### config.mk
export PLATFORM = sky130hd
export DESIGN_NAME = quad_key_fifo_flat
export DESIGN_NICKNAME = d
export VERILOG_FILES = /design/src/rtl/quad_key_fifo_if.sv /design/src/rtl/quad_key_fifo.sv /design/src/flat_wrapper.sv
export SDC_FILE = /design/constraint.sdc
export NUM_CORES = 1
export LEC_CHECK = 0
export BUFFER_PORTS_ARGS = -buffer_cell sky130_fd_sc_hd__buf_2
export CAP_MARGIN = 20
export CORE_MARGIN = 2
export CORE_UTILIZATION = 40
export CTS_CLUSTER_DIAMETER = 120
export DETAILED_ROUTE_END_ITERATION = 10
export GPL_TIMING_DRIVEN = 0
export SKIP_LAST_GASP = 1
export SLEW_MARGIN = 20
export SYNTH_ARGS = -nofsm -noshare
export SYNTH_HDL_FRONTEND = slang
export SYNTH_SLANG_ARGS = --single-unit
### constraint.sdc
create_clock -name sysclk -period 4.9 [get_ports sysclk]
set_input_delay 0.735 -clock sysclk [delete_from_list [all_inputs] [get_ports sysclk]]
set_output_delay 0.735 -clock sysclk [all_outputs]
set_load 0.02 [all_outputs]
### src/rtl/quad_key_fifo_if.sv
// Head-of-queue key handshake between quad_key_fifo and its consumer.
interface quad_key_fifo_if;
  logic [1:0] key_code;
  logic       key_valid;
  logic       key_ready;

  modport master (
    output key_code,
    output key_valid,
    input  key_ready
  );

  modport slave (
    input  key_code,
    input  key_valid,
    output key_ready
  );
endinterface

### src/rtl/quad_key_fifo.sv
// Encodes one-hot debounced key pulses into 2-bit codes and queues them
// in a first-word-fall-through FIFO drained over a valid/ready handshake.
module quad_key_fifo #(
  parameter int DEPTH = 4,
  parameter int AW    = 2
) (
  input  logic                sysclk,
  input  logic                reset,
  input  logic                X0_deb,
  input  logic                X1_deb,
  input  logic                X2_deb,
  input  logic                X3_deb,
  input  logic                clr_flags,
  quad_key_fifo_if.master     kif,
  output logic [AW:0]         fifo_count,
  output logic                overflow,
  output logic                multi_err
);

  localparam logic [AW:0] FULL_CNT = (AW+1)'(DEPTH);

  logic [1:0]    mem_q [DEPTH];
  logic [AW-1:0] wp_q, rp_q;
  logic [AW:0]   cnt_q, cnt_d;
  logic          ovf_q, ovf_d;
  logic          mer_q, mer_d;

  logic          push_req;
  logic          multi;
  logic [1:0]    code;
  logic          full;
  logic          valid;
  logic          pop;
  logic          do_push;

  assign push_req = X0_deb | X1_deb | X2_deb | X3_deb;
  assign multi    = (X0_deb & (X1_deb | X2_deb | X3_deb))
                  | (X1_deb & (X2_deb | X3_deb))
                  | (X2_deb & X3_deb);

  // Lowest index wins when several keys collide
  always_comb begin
    code = 2'd0;
    if (X0_deb)      code = 2'd0;
    else if (X1_deb) code = 2'd1;
    else if (X2_deb) code = 2'd2;
    else if (X3_deb) code = 2'd3;
  end

  assign full    = (cnt_q == FULL_CNT);
  assign valid   = (cnt_q != '0);
  assign pop     = valid & kif.key_ready;
  assign do_push = push_req & (~full | pop);

  always_comb begin
    cnt_d = cnt_q;
    if (do_push & ~pop)      cnt_d = cnt_q + 1'b1;
    else if (pop & ~do_push) cnt_d = cnt_q - 1'b1;
  end

  // A set event in the same cycle overrides the clear
  assign ovf_d = (push_req & full & ~pop) | (ovf_q & ~clr_flags);
  assign mer_d = multi | (mer_q & ~clr_flags);

  always_ff @(posedge sysclk or posedge reset) begin
    if (reset) begin
      for (int i = 0; i < DEPTH; i++) mem_q[i] <= '0;
      wp_q  <= '0;
      rp_q  <= '0;
      cnt_q <= '0;
      ovf_q <= 1'b0;
      mer_q <= 1'b0;
    end else begin
      if (do_push) begin
        mem_q[wp_q] <= code;
        wp_q        <= wp_q + 1'b1;
      end
      if (pop) rp_q <= rp_q + 1'b1;
      cnt_q <= cnt_d;
      ovf_q <= ovf_d;
      mer_q <= mer_d;
    end
  end

  assign kif.key_code  = mem_q[rp_q];
  assign kif.key_valid = valid;
  assign fifo_count    = cnt_q;
  assign overflow      = ovf_q;
  assign multi_err     = mer_q;

endmodule

### src/flat_wrapper.sv
// flat-port wrapper written by rule: the top's interface ports become plain ports
module quad_key_fifo_flat 
#(
  parameter int DEPTH = 4,
  parameter int AW    = 2
)
  (sysclk, reset, X0_deb, X1_deb, X2_deb, X3_deb, clr_flags, fifo_count, overflow, multi_err, kif_key_code, kif_key_valid, kif_key_ready);
  quad_key_fifo_if kif_i ();
  input  logic sysclk;
  input  logic reset;
  input  logic X0_deb;
  input  logic X1_deb;
  input  logic X2_deb;
  input  logic X3_deb;
  input  logic clr_flags;
  output logic [AW:0] fifo_count;
  output logic overflow;
  output logic multi_err;
  output wire logic [$bits(kif_i.key_code)-1:0] kif_key_code;
  output wire logic [$bits(kif_i.key_valid)-1:0] kif_key_valid;
  input wire logic [$bits(kif_i.key_ready)-1:0] kif_key_ready;
  assign kif_key_code = kif_i.key_code;
  assign kif_key_valid = kif_i.key_valid;
  assign kif_i.key_ready = kif_key_ready;
  quad_key_fifo #(.DEPTH(DEPTH), .AW(AW)) u_core (.sysclk(sysclk), .reset(reset), .X0_deb(X0_deb), .X1_deb(X1_deb), .X2_deb(X2_deb), .X3_deb(X3_deb), .clr_flags(clr_flags), .kif(kif_i), .fifo_count(fifo_count), .overflow(overflow), .multi_err(multi_err));
endmodule
==> flow_summary_export.csv, run 1 <==
group,metric,value,unit
timing,fin_crit_sh,49.6,%
timing,fin_setup_tns,0,ns
cells_and_area,antenna_cells,0,
die,fp.dieArea,2770,um^2
die,io_pins,16,
clock_tree,cts_tree,"done",
synthesis,ys_seq_area_share,45.0,%
synthesis,yosys.area.top_type_share,45.0,%
clock_tree,cts_sinks,17,
synthesis,syn_nets,98,
clock_tree,cts_resized,0,
cells_and_area,final_util,48.5,%
synthesis,yosys-top-cells-area,"dfrtp_1 45%, ha_1 6.6%, a31oi_1 5.3%",
cells_and_area,final_cells,131,
pwr,total_power,0.716,mW
timing,grt_setup_unrepaired,"false",
synthesis,avgSynthCellArea,11.3,um^2
place,dp_cells,127,
synthesis,yosysUniqueCellTypes,26,
worst_setup_path,required,5.09,ns
clock_tree,cts_buffers,3,
cells_and_area,syn_to_final_growth,14.6,%
min_path,min_path_type,"flip-flop to flip-flop",
pwr,p_per_area,661,nW/um^2
timing,max_freq,0.412,GHz
synthesis,synth_seq_cells,17,
route,post_drt_wl_per_cell,14.3,um
global_routing,grt_antenna_before_repair,0,
timing,hold_viol_final,0,
timing,slew_headroom,54.9,%
synthesis,ys.warnings.count,0,
route,firstDrtPassIters,4,
clock_tree,htreeDepth,1,
status,outcome,"finished, final reports clean",
place,gp_congestion,0.776,
worst_setup_path,arrival,2.62,ns
cells_and_area,layout_commonest_cell,"dfrtp_1",
worst_setup_path,critical_path.max_fanout,9,
route,first_iter_violations,12,
die,coreArea,2230,um^2
pwr,leakagePower,0.493,nW
route,num_vias,713,
place,dp_hpwl,1420,um
timing,maxSlewViolCount,0,
cells_and_area,drive_gt1_share,35.0,%
global_routing,overflow,0,
clock_tree,cts_setup_buffers,0,
synthesis,synth_area,946,um^2
job,drv_cap,0,
timing,fin_crit,2.43,ns
synthesis,yosysTopAreaCell,"dfrtp_1",
clock_tree,cts.clk_slew.worst_paths,0.10,ns
global_routing,grt_first_pass_wirelength,3060,um
global_routing,grt_pass1_vias,671,
worst_setup_path,cp-start-kind,"primary input",
timing,finalSetupViolations,0,
place,port_buffers,15,
timing,max_slew.worst_pin.slew,0.675,ns
worst_setup_path,endpoint_kind,"flip-flop",
clock_tree,root_buffer,"clkbuf_4",
global_routing,grt_max_degree,18,
cells_and_area,nets,118,
clock_tree,clock_path_buffers,2,
timing,skew,0.00319,ns
die,die-height,52.6,um
route,postRouteAntennaNets,0,
die,die_x,52.6,um
pwr,ir_worst_vdd,0.333,mV
route,via_per_inst,5.44,
clock_tree,insertion_delay,0.29,ns
die,start_util,42.4,%
route,drc,0,
route,routed_wl,1870,um
worst_setup_path,path_class,"primary input to flip-flop",
cells_and_area,layout_common_cells,"17 x dfrtp_1, 15 x buf_2, 8 x a31oi_1, 6 x nor2_1, 6 x inv_1",
global_routing,grt.total_usage,15.2,%
die,row_count,17,
synthesis,synthCells,84,
clock_tree,postCtsHoldBufs,0,
cells_and_area,n_fill_cell,215,
cell usage after synthesis:
master	n
nor2_1	6
nand2_1	1
o22ai_1	2
a31oi_1	8
buf_1	1
nand3_1	5
or4b_1	1
o21a_1	1
inv_1	6
fa_1	1
buf_8	1
xor2_1	2
maj3_1	1
ha_1	5
a21oi_1	4
mux4_2	2
o21ai_0	1
clkbuf_1	1
and2_2	4
xnor2_1	4
dfrtp_1	17
or3_2	1
mux2_2	2
o221a_2	4
or2_2	2
buf_6	1
report_power, final:
| group | internal (mW) | total [mW] | switching (mW) |
|---|---|---|---|
| clock | 0.0304 | 0.0757 | 0.0453 |
| combinational | 0.188 | 0.367 | 0.179 |
| sequential | 0.210 | 0.273 | 0.0630 |
| total | 0.429 | 0.716 | 0.287 |
critical path, cell delays in order:
cell	delay [ns]
buf_2	0.11
or4b_1	0.48
buf_6	0.16
o21a_1	0.15
ha_1	0.24
inv_1	0.07
fa_1	0.41
mux2_2	0.27
cells by family (layout without fill, tap and decap cells):
family                   Yosys count  count (layout)  synth area share (%)
adder cells (fa/ha/maj)            7               7                  9.79
multiplexers                       4               4                  7.14
buffers and inverters             10              29                  5.95
XOR/XNOR                           6               6                  5.56
AND/OR/NAND/NOR                   20              20                  11.8
flip-flops                        17              17                  45.0
AO/OA/AOI/OAI                     20              20                  14.8
final timing paths:
path | startpoint | end | slack (ns) | cells after the start
setup / recovery | kif_key_ready | u_core.fifo_count[1]$_DFFE_PP0P_ | 2.47 | 8
hold / removal | u_core.fifo_count[2]$_DFFE_PP0P_ | u_core.fifo_count[2]$_DFFE_PP0P_ | 0.50 | 1
setup reg to reg | u_core.fifo_count[0]$_DFFE_PP0P_ | u_core.fifo_count[1]$_DFFE_PP0P_ | 2.48 | 7
hold reg to reg | u_core.fifo_count[2]$_DFFE_PP0P_ | u_core.fifo_count[2]$_DFFE_PP0P_ | 0.50 | 1
max in group asynchronous | reset | u_core.wp_q[1]$_DFFE_PP0P_ | 3.95 | 2
min in group asynchronous | reset | u_core.mem_q[7]$_DFFE_PP0P_ | 0.52 | 2
metrics by stage:
| stage | hold slack (ns) | cell area [um^2] | worst slack [ns] |
|---|---|---|---|
| final | 0.504 | 1080 | 2.47 |
| after global routing | 0.532 | 1080 | 2.39 |
| after CTS | 0.510 | 1080 | 2.47 |
| after detailed placement | 0.493 | 1060 | 2.16 |
| after global placement | 0.482 | 1060 | 2.17 |
| after floorplan | 0.481 | 946 | 2.36 |
layer usage:
metal	vias up	track usage, %	share of wire, %
met1	353	21.0	47
met3	4	2.57	3.4
li1	342	-	-
met4	0	6.41	1.3
met5	-	0	0
met2	14	23.3	48
state kept, by name (all words and copies together), names as in the netlist:
name,cells
u_core.overflow,1
u_core.fifo_count,3
u_core.wp_q,2
u_core.mem_q,8
u_core.multi_err,1
u_core.rp_q,2
layout make-up:
class | count | area, um^2 | area share, %
Timing Repair Buffer | 15 | 75.1 | 6.93
Sequential cell | 17 | 425 | 39.3
Clock inverter | 1 | 5.00 | 0.462
Clock buffer | 3 | 22.5 | 2.08
Inverter | 6 | 22.5 | 2.08
Tap cell | 28 | 35.0 | 3.23
Multi-Input combinational cell | 57 | 464 | 42.8
Buffer | 4 | 33.8 | 3.12
(Power assumes the default switching activity.)
==> run 2, diff against run 1 <==
--- a/config.mk
+++ b/config.mk
@@ -5,6 +5,7 @@
 export SDC_FILE = /design/constraint.sdc
 export NUM_CORES = 1
 export LEC_CHECK = 0
+export ABC_AREA = 1
 export BUFFER_PORTS_ARGS = -buffer_cell sky130_fd_sc_hd__buf_2
 export CAP_MARGIN = 20
 export CORE_MARGIN = 2
==> constraint.sdc (replaced) <==
create_clock -name sysclk -period 2.1 [get_ports sysclk]
set_input_delay 0.315 -clock sysclk [delete_from_list [all_inputs] [get_ports sysclk]]
set_output_delay 0.315 -clock sysclk [all_outputs]
set_load 0.02 [all_outputs]
==> run 2 against run 1 <==
Cell count is 9.2% higher. Sequential power is 120% higher. Utilization down 0.38 points. Setup slack got worse by 2.3 ns. Die area decreased by 1.8%. Non-clock buffer count shrank 4. Count of clock-buffer cells in the layout is 1 higher. Largest cell class unchanged. Highest routed layer unchanged.
==> flow_summary_export.csv, run 2 <==
group,metric,value,unit
status,outcome,"finished, final reports clean",
timing,fin_crit_sh,92.8,%
worst_setup_path,reg2reg_depth,8,
route,via_per_inst,4.66,
place,placed_area,1040,um^2
worst_setup_path,cp-start-kind,"flip-flop",
timing,finalSetupViolations,0,
worst_setup_path,endpoint_kind,"flip-flop",
route,drc,0,
cells_and_area,nets,130,
timing,maxSlewViolCount,0,
pwr,seq_power_share,38.0,%
cells_and_area,multiInputGateArea,457,um^2
die,die-height,52.1,um
synthesis,synthSimpleGateAreaFrac,22.4,%
place,dp_hpwl,1300,um
pwr,power.internal,0.863,mW
cells_and_area,seq_area,427,um^2
place,gp_congestion,0.746,
clock_tree,cts_resized,0,
timing,hold_viol_final,0,
synthesis,syn_nets,110,
global_routing,grt_pass1_vias,705,
clock_tree,postCtsHoldBufs,0,
worst_setup_path,reg2reg_from,"u_core.fifo_count[0]$_DFFE_PP0P_",
clock_tree,htreeDepth,1,
synthesis,ys_seq_area_share,45.9,%
synthesis,synth_top_family_by_area,"simple AND/OR/NAND/NOR gates",
cells_and_area,largest_register,"u_core.mem_q",
route,num_vias,667,
pwr,p_per_area,1450,nW/um^2
timing,slew_headroom,56.0,%
synthesis,synth_commonest_cells,"17 x dfrtp_1, 13 x nand2_1, 10 x inv_1",
pwr,leakagePower,0.536,nW
worst_setup_path,arrival,2.13,ns
cells_and_area,syn_to_final_growth,14.8,%
die,coreArea,2210,um^2
synthesis,synth_area,927,um^2
clock_tree,cts_setup_buffers,0,
synthesis,synth_edf_count,0,
clock_tree,cts_buffers,3,
worst_setup_path,critPathLaunch,"u_core.fifo_count[0]$_DFFE_PP0P_",
route,firstDrtPassIters,3,
synthesis,synthCells,96,
clock_tree,cts_sinks,17,
route,post_drt_wl_per_cell,11.7,um
synthesis,synthArstFlopShare,100,%
worst_setup_path,crit_end,"u_core.fifo_count[1]$_DFFE_PP0P_",
clock_tree,root_buffer,"clkbuf_4",
cells_and_area,n_fill_cell,220,
timing,skew,0.00204,ns
cells_and_area,fin_area,1060,um^2
worst_setup_path,path_class,"flip-flop to flip-flop",
timing,whs,0.107,ns
clock_tree,cts.clk_slew.worst_paths,0.09,ns
synthesis,yosys-top-cells-area,"dfrtp_1 46%, ha_1 6.7%, nand2_1 5.3%",
synthesis,yosysUniqueCellTypes,22,
pwr,p_clk_share,11.0,%
worst_setup_path,critical_path.max_fanout,5,
clock_tree,cts_tree,"done",
timing,fin_setup_tns,0,ns
global_routing,grt_antenna_before_repair,0,
synthesis,synth_most_common_cell,"dfrtp_1",
route,routed_wl,1670,um
place,port_buffers,15,
synthesis,avgSynthCellArea,9.66,um^2
pwr,p_sw_share,44.2,%
synthesis,ys.warnings.count,0,
global_routing,grt_first_pass_wirelength,3120,um
pwr,p_sw,0.683,mW
global_routing,grt_max_degree,18,
synthesis,synthAdderAreaFrac,8.91,%
global_routing,grtUsageMet1,20.8,%
cells_and_area,largest_reg_flops,8,
die,row_count,17,
min_path,min_path_type,"primary input to asynchronous set/reset pin",
cells_and_area,layout_common_cells,"16 x dfrtp_1, 15 x buf_2, 13 x nand2_1, 10 x inv_1",
timing,max_slew.worst_pin.slew,0.659,ns
worst_setup_path,reg2reg_to,"u_core.fifo_count[1]$_DFFE_PP0P_",
cells_and_area,layout_commonest_cell,"dfrtp_1",
global_routing,grt.total_usage,15.5,%
pwr,p_comb_share,50.9,%
cells_and_area,drive_gt1_share,32.2,%
pwr,ir_worst_vdd,0.915,mV
synthesis,synth_compound_area_share,12.0,%
timing,max_freq,0.513,GHz
pwr,total_power,1.55,mW
worst_setup_path,required,2.28,ns
timing,fin_crit,1.95,ns
global_routing,overflow,0,
route,first_iter_violations,7,
synthesis,synth_seq_cells,17,
cells_and_area,final_util,48.1,%
die,die_x,52.1,um
synthesis,yosys-mux-area-fraction,1.21,%
synthesis,yosysTopAreaCell,"dfrtp_1",
job,drv_cap,0,
synthesis,yosys.area.top_type_share,45.9,%
cells_and_area,antenna_cells,0,
synthesis,synth_xor_area_share,4.72,%
worst_setup_path,reg2reg_slack,0.15,ns
global_routing,grtUsageMet3,5.17,%
global_routing,grt_use_met2,24.7,%
die,fp.dieArea,2720,um^2
clock_tree,clock_path_buffers,2,
synthesis,synth_flop_cell,"dfrtp_1",
clock_tree,insertion_delay,0.28,ns
global_routing,busiest_layer,"met2",
die,io_pins,16,
timing,grt_setup_unrepaired,"false",
route,postRouteAntennaNets,0,
die,start_util,41.9,%
## run 2: critical path, stage by stage (launching register included)
cell     delay, ns
dfrtp_2       0.46
nor2_4        0.17
nand2_4       0.10
nand2_4       0.08
inv_2         0.05
ha_1          0.18
inv_1         0.10
fa_1          0.43
mux2_2        0.27
## run 2: layer usage
layer | routed length (um) | share of wire [%]
met3 | 49 | 2.9
met2 | 820 | 49
met5 | 0 | 0
met4 | 10 | 0.60
met1 | 790 | 47
## run 2: cells by family after synthesis
group | after synthesis
XOR/XNOR | 5
buffers and inverters | 12
multiplexers | 1
AO/OA/AOI/OAI | 21
AND/OR/NAND/NOR | 34
flip-flops | 17
adder cells (fa/ha/maj) | 6
## run 2: power groups by stage
stage                     Combinational [mW]  Sequential, mW  Clock (mW)
after floorplan                        0.561           0.618           0
after global placement                 0.768           0.589           0
after detailed placement               0.792           0.593           0
after CTS                              0.800           0.586       0.181
after global routing                   0.915           0.610       0.199
final                                  0.787           0.588       0.170
## run 2: stage by stage
step / instances / setup slack [ns]
6_report: 143 / 0.151
5_1_grt: 143 / 0.0168
4_1_cts: 143 / 0.120
3_5_place_dp: 139 / 0.138
3_3_place_gp: 139 / 0.168
2_1_floorplan: 96 / 0.135
## run 2: how the worst min path moves through the flow
stage	from	to	slack, ns	depth (start not counted)
floorplan	reset	u_core.fifo_count[0]$_DFFE_PP0P_	0.24	1
global placement	reset	u_core.rp_q[1]$_DFFE_PP0N_	0.43	2
detailed placement	reset	u_core.rp_q[0]$_DFFE_PP0N_	0.44	2
CTS	reset	u_core.fifo_count[2]$_DFFE_PP0P_	0.12	2
global route	reset	u_core.mem_q[4]$_DFFE_PP0P_	0.15	2
finish	reset	u_core.fifo_count[2]$_DFFE_PP0P_	0.11	2
## run 2: area by class of cell
cell class	instances	share of cell area (%)
multi-input cells	67	42.9
clock buffers	4	2.47
repair buffers	15	7.05
well taps	28	3.29
flip-flops and latches	17	40.1
inverters	12	4.23
